--- src/rtl/mac_pkg.sv ---
// Shared types and default widths for the MAC dot-product sequencer.
package mac_pkg;

  localparam int unsigned DefDataW = 16;
  localparam int unsigned DefAccW  = 32;
  localparam int unsigned DefLenW  = 8;

  typedef enum logic [1:0] {
    StIdle,
    StRun,
    StDrain,
    StDone
  } state_e;

endpackage

--- src/rtl/mac_acc_stage.sv ---
// Registered unsigned multiply followed by a full-width accumulate with sticky carry-out.
module mac_acc_stage
  import mac_pkg::*;
#(
  parameter int unsigned DATA_W = DefDataW,
  parameter int unsigned ACC_W  = DefAccW
) (
  input  logic              clk,
  input  logic              rst,
  input  logic              clear,
  input  logic              in_valid,
  input  logic [DATA_W-1:0] a,
  input  logic [DATA_W-1:0] b,
  output logic [ACC_W-1:0]  acc,
  output logic              overflow
);

  logic [2*DATA_W-1:0] prod_q;
  logic                prod_v;
  logic [ACC_W:0]      sum;

  // One extra bit captures the carry out of the accumulator.
  assign sum = {1'b0, acc} + (ACC_W + 1)'(prod_q);

  always_ff @(posedge clk) begin
    if (rst) begin
      prod_q   <= '0;
      prod_v   <= 1'b0;
      acc      <= '0;
      overflow <= 1'b0;
    end else begin
      prod_v <= in_valid;
      if (in_valid) begin
        prod_q <= {{DATA_W{1'b0}}, a} * {{DATA_W{1'b0}}, b};
      end
      if (clear) begin
        acc      <= '0;
        overflow <= 1'b0;
      end else if (prod_v) begin
        acc      <= sum[ACC_W-1:0];
        overflow <= overflow | sum[ACC_W];
      end
    end
  end

endmodule

--- src/rtl/mac_dot_sequencer.sv ---
// Job sequencer: takes a length, streams operand pairs into the MAC stage, returns one dot product.
module mac_dot_sequencer
  import mac_pkg::*;
#(
  parameter int unsigned DATA_W = DefDataW,
  parameter int unsigned ACC_W  = DefAccW,
  parameter int unsigned LEN_W  = DefLenW
) (
  input  logic              clk,
  input  logic              rst,
  input  logic              start,
  input  logic [LEN_W-1:0]  len,
  input  logic              op_valid,
  output logic              op_ready,
  input  logic [DATA_W-1:0] op_a,
  input  logic [DATA_W-1:0] op_b,
  output logic              res_valid,
  input  logic              res_ready,
  output logic [ACC_W-1:0]  res_data,
  output logic              res_overflow,
  output logic              busy
);

  state_e           state_q, state_d;
  logic [LEN_W-1:0] len_q, len_d;
  logic [LEN_W-1:0] count_q, count_d;
  logic             clear;
  logic             beat;
  logic [ACC_W-1:0] acc;
  logic             acc_overflow;

  mac_acc_stage #(
    .DATA_W (DATA_W),
    .ACC_W  (ACC_W)
  ) u_acc_stage (
    .clk      (clk),
    .rst      (rst),
    .clear    (clear),
    .in_valid (beat),
    .a        (op_a),
    .b        (op_b),
    .acc      (acc),
    .overflow (acc_overflow)
  );

  // op_ready depends on registered state only, never on op_valid.
  assign op_ready = (state_q == StRun) && (count_q < len_q);
  assign beat     = op_valid && op_ready;

  always_comb begin
    state_d = state_q;
    len_d   = len_q;
    count_d = count_q;
    clear   = 1'b0;
    unique case (state_q)
      StIdle: begin
        if (start) begin
          clear   = 1'b1;
          count_d = '0;
          if (len != '0) begin
            len_d   = len;
            state_d = StRun;
          end else begin
            state_d = StDone;
          end
        end
      end
      StRun: begin
        if (beat) begin
          count_d = count_q + LEN_W'(1);
          if (count_q == len_q - LEN_W'(1)) begin
            state_d = StDrain;
          end
        end
      end
      StDrain: state_d = StDone;
      StDone: begin
        if (res_ready) begin
          state_d = StIdle;
        end
      end
      default: state_d = StIdle;
    endcase
  end

  always_ff @(posedge clk) begin
    if (rst) begin
      state_q <= StIdle;
      len_q   <= '0;
      count_q <= '0;
    end else begin
      state_q <= state_d;
      len_q   <= len_d;
      count_q <= count_d;
    end
  end

  always_comb begin
    res_valid    = (state_q == StDone);
    busy         = (state_q != StIdle);
    res_data     = res_valid ? acc : '0;
    res_overflow = res_valid ? acc_overflow : 1'b0;
  end

endmodule

--- config.mk ---
export PLATFORM = sky130hd
export DESIGN_NAME = mac_dot_sequencer
export DESIGN_NICKNAME = d
export VERILOG_FILES = /design/src/rtl/mac_pkg.sv /design/src/rtl/mac_acc_stage.sv /design/src/rtl/mac_dot_sequencer.sv
export SDC_FILE = /design/constraint.sdc
export NUM_CORES = 1
export LEC_CHECK = 0
export CORE_MARGIN = 3
export CORE_UTILIZATION = 50
export CTS_CLUSTER_DIAMETER = 100
export CTS_CLUSTER_SIZE = 40
export DETAILED_ROUTE_END_ITERATION = 12
export DONT_BUFFER_PORTS = 1
export PLACE_DENSITY = 0.68
export SYNTH_ARGS = -nofsm -noshare
export SYNTH_HDL_FRONTEND = slang
export SYNTH_SLANG_ARGS = --single-unit
--- constraint.sdc ---
create_clock -name clk -period 7.5 [get_ports clk]
set_clock_uncertainty 0.2 [all_clocks]
set_input_delay 1.5 -clock clk [delete_from_list [all_inputs] [get_ports clk]]
set_output_delay 1.5 -clock clk [all_outputs]
set_load 0.02 [all_outputs]
==> results.tsv <==
stage	metric	value	unit
pwr	power per cell area	437	nW/um^2
timing	fmax	0.140	GHz
timing	final setup vio count	0	
critical_path	Max stage delay on crit path	0.55	ns
critical_path	Startpoint Class	primary input	
die	# IOs	81	
timing	clock period minus worst slack	7.12	ns
synth	Synth Instances	1703	
finish	Non-Filler Instances	2021	
hold_path	HP Start	u_acc_stage.prod_q[21]	
synth	synthesized area	14100	um^2
pwr	Overall Power	0.00637	W
critical_path	launching point of the worst reg2reg path	len_q[1]	
synth	Adder-Cell Fraction of Synth Area	0.411	
clocking	cts hold-fix bufs	0	
timing	RSZ-0062 raised after global routing	false	
clocking	H-tree levels	3	
timing	Slew @ Worst Pin	1.06	ns
critical_path	kind of critical path	in2reg	
pwr	P_leak	6.92	nW
hold_path	hold path cells	2	
finish	Area growth, synth to finish	3.71	%
routing	Initial DRT Pass Iterations	9	
clocking	Worst-Skew Late Latency	0.35	ns
global_route	vias in the first global route	11700	
timing	Slew Viols, Final	0	
critical_path	critical-path cell list	and2_1 -> fa_1 -> inv_1 -> fa_1 -> inv_1 -> fa_1 -> fa_1 -> fa_1 -> inv_1 -> fa_1 -> inv_1 -> ha_1 -> and2_1 -> a221oi_1 -> o21ai_0 -> a2111oi_0 -> nor2_1 -> nand4_1 -> or3b_2 -> o311ai_0	
pwr	Combinational Power Share	0.838	
routing	Vias/cell	5.65	
finish	Fill cells	2609	
clocking	post-CTS setup buffers	0	
critical_path	number of cells on the worst reg-to-reg path	12	
finish	share of cells above drive strength 1	0.0230	
synth	Post-synth ARST share	0	
placed_design	Placed Cells incl. Taps	2005	
synth	post-synth top area cell	fa_1	
synth	largest family of logic cells by synthesized area	adder cells	
synth	Synth Area in Compound Gates	0.112	
run	max_cap viols	0	
clocking	Worst-path clk slew	0.06	ns
die	Die W	174	um
critical_path	CP dominant cell by count	fa_1	
die	Starting Density	0.515	
global_route	largest net degree at the start of global routing	48	
global_route	total congestion overflow	0	
routing	WL/cell	16.9	um
placed_design	HPWL after detailed placement	27.5	mm
pwr	switching share of power	0.539	
critical_path	R2R setup slack	4.28	ns
timing	Tcrit/Tclk final	0.949	
clocking	post-CTS sizing	0	
timing	Slew HR	0.296	
global_route	initial antenna violation count	1	
synth	Mean Syn Cell Area	8.26	um^2
die	chip height	174	um
die	row cnt	60	
pwr	P_sw	0.00343	W
routing	Post-Route WL	34.2	mm
die	core area	27300	um^2
pwr	maximum VDD drop	482	uV
placed_design	Final Wtd Congestion	0.887	
hold_path	Worst Hold End	u_acc_stage.prod_q[21]	
critical_path	worst setup path start	op_a[9]	
synth	top post-synthesis cells by area	fa_1, ha_1, dfxtp_1	
finish	n_diodes	0	
clocking	CTS tree	done	
timing	hold slack	0.256	ns
synth	synthesized net count	2093	
synth	top cell type's share of synthesized area	0.277	
critical_path	reg-to-reg endpoint	u_acc_stage.prod_q[29]	
synth	Post-Synth Simple-Gate Area	0.215	
pwr	Internal Power	0.00294	W
critical_path	Top delay family on crit path	adder cells	
pwr	sequential share of power	0.091	
routing	Final ANT Viol Nets	0	
global_route	first-pass GRT wire length	57.8	mm
synth	XOR/XNOR Fraction of Synth Area	0.0342	
clocking	total CTS buffers	9	
synth	Yosys warnings	0	
hold_path	Hold WC Path Type	reg2reg	
global_route	Total GRT Usage	0.230	
synth	sequential share of the synthesized area	0.120	
clocking	TritonCTS Sinks	84	
routing	drt first-iter violations	645	
critical_path	CP Buf/Inv Count	4	
synth	Post-synth EDFFs	0	
critical_path	worst path arrival time	7.14	ns
routing	DRC	0	
clocking	Clock Tree Root	clkbuf_16	
synth	Synth Flop Type	dfxtp_1	
routing	via count	11400	
pwr	Clock power frac	0.072	
placed_design	Port Buf Inserts	0	
synth	post-synth cell types	64	
synth	register bit total from synthesis	84	
finish	Layout Nets	2034	
critical_path	Setup crit end kind	flop	
critical_path	CP required	7.52	ns
timing	Fin. Hold Viols	0	
run_status	run status	complete, no violations	
critical_path	Max FO, Critical Path	16	
critical_path	Critical-path top delay cell	fa_1	
synth	multiplexer share of the synthesized area	0.0199	
clocking	Max Root-Sink Buffers	2	
die	die area	30200	um^2
-- tightest hold or removal path, cell delays in order, from the launching register on --
cell	delay [ns]
dfxtp_1	0.32
nand2_1	0.05
a21oi_1	0.05
-- flip-flops by register name (all words and copies together) (netlist names) --
signal	count
u_acc_stage.acc	32
u_acc_stage.prod_q	32
count_q	8
len_q	8
state_q	2
u_acc_stage.overflow	1
u_acc_stage.prod_v	1
-- placed cells by master (no fill, tap or decap), types with 5 or more instances in the layout --
cell and n:
inv_1 255, nand2_1 245, and2_1 147, and3_1 10, nand3b_1 11, nand4_1 25, a211oi_1 7, a21o_1 24
nor2_1 72, clkbuf_16 9, a31o_2 6, o21ai_0 55, xor2_1 21, or3_1 6, nand2b_1 7, mux2i_1 28
dfxtp_1 83, o21bai_1 7, nand3_1 31, a21oi_1 87, o211ai_1 6, a31oi_1 14, fa_1 195, ha_1 150
o21a_1 6, a2111oi_0 5, xnor2_1 34, buf_4 5, nor2b_1 10, and4_1 6, nor3_1 18
-- kinds of logic after synthesis --
| group | Yosys count |
|---|---|
| compound gates | 252 |
| xor+xnor | 55 |
| fa+ha+maj | 345 |
| buf+inv | 330 |
| flops | 84 |
| mux | 28 |
| simple gates | 609 |
-- power by group through the flow --
stage | Combinational, W | Clock (W) | Sequential [W]
after detailed placement | 0.00533 | 0 | 0.000589
after global routing | 0.00610 | 0.000487 | 0.000583
final | 0.00534 | 0.000457 | 0.000578
after CTS | 0.00536 | 0.000466 | 0.000579
after floorplan | 0.00419 | 0 | 0.000560
after global placement | 0.00528 | 0 | 0.000587
-- cell usage after synthesis, drive strengths merged, types with 7 or more instances --
cell type	instances
fa	195
mux2i	28
nor2	73
nand2	245
nand4	25
o21ai	57
and3	10
a21oi	87
and2	148
nor2b	10
nand2b	7
a31oi	15
xnor2	34
a21o	24
dfxtp	84
nor3	18
o21bai	7
nand3	31
xor2	21
a211oi	7
inv	255
nand3b	11
clkbuf	69
ha	150
-- layout make-up --
type	instances	area (um^2)	share of cell area
clock inverter	7	75.1	0.00514
inverter	255	957	0.0656
timing repair buffer	5	37.5	0.00257
clock buffer	9	225	0.0154
tap	372	465	0.0319
sequential	84	1680	0.115
multi-input combinational	1289	11100	0.764
-- per-layer routing --
metal | vias to the layer above | track usage | wire, um
met2 | 291 | 0.402 | 17300
met1 | 5666 | 0.301 | 14400
li1 | 5402 | - | -
met3 | 58 | 0.0320 | 1600
met4 | 2 | 0.0586 | 818
met5 | - | 0 | 13
-- through the flow --
stage / util / setup slack [ns] / cell area [um^2] / TNS [ns]
floorplan: - / 0.161 / 14100 / 0
global placement: 0.523 / 0.169 / 14300 / 0
global route: 0.534 / 0.127 / 14600 / 0
CTS: 0.534 / 0.344 / 14600 / 0
finish: 0.534 / 0.381 / 14600 / 0
detailed placement: 0.523 / -0.0183 / 14300 / -0.0183
-- worst max-delay path by stage --
stage	to	depth (start not counted)	slack (ns)
6_report	u_acc_stage.prod_q[29]	20	0.38
5_1_grt	u_acc_stage.prod_q[29]	20	0.13
4_1_cts	u_acc_stage.prod_q[29]	20	0.34
3_5_place_dp	u_acc_stage.prod_q[29]	20	-0.02
3_3_place_gp	u_acc_stage.prod_q[29]	20	0.17
2_1_floorplan	u_acc_stage.prod_q[29]	22	0.16
No activity file was read; power rests on OpenSTA's default activity.
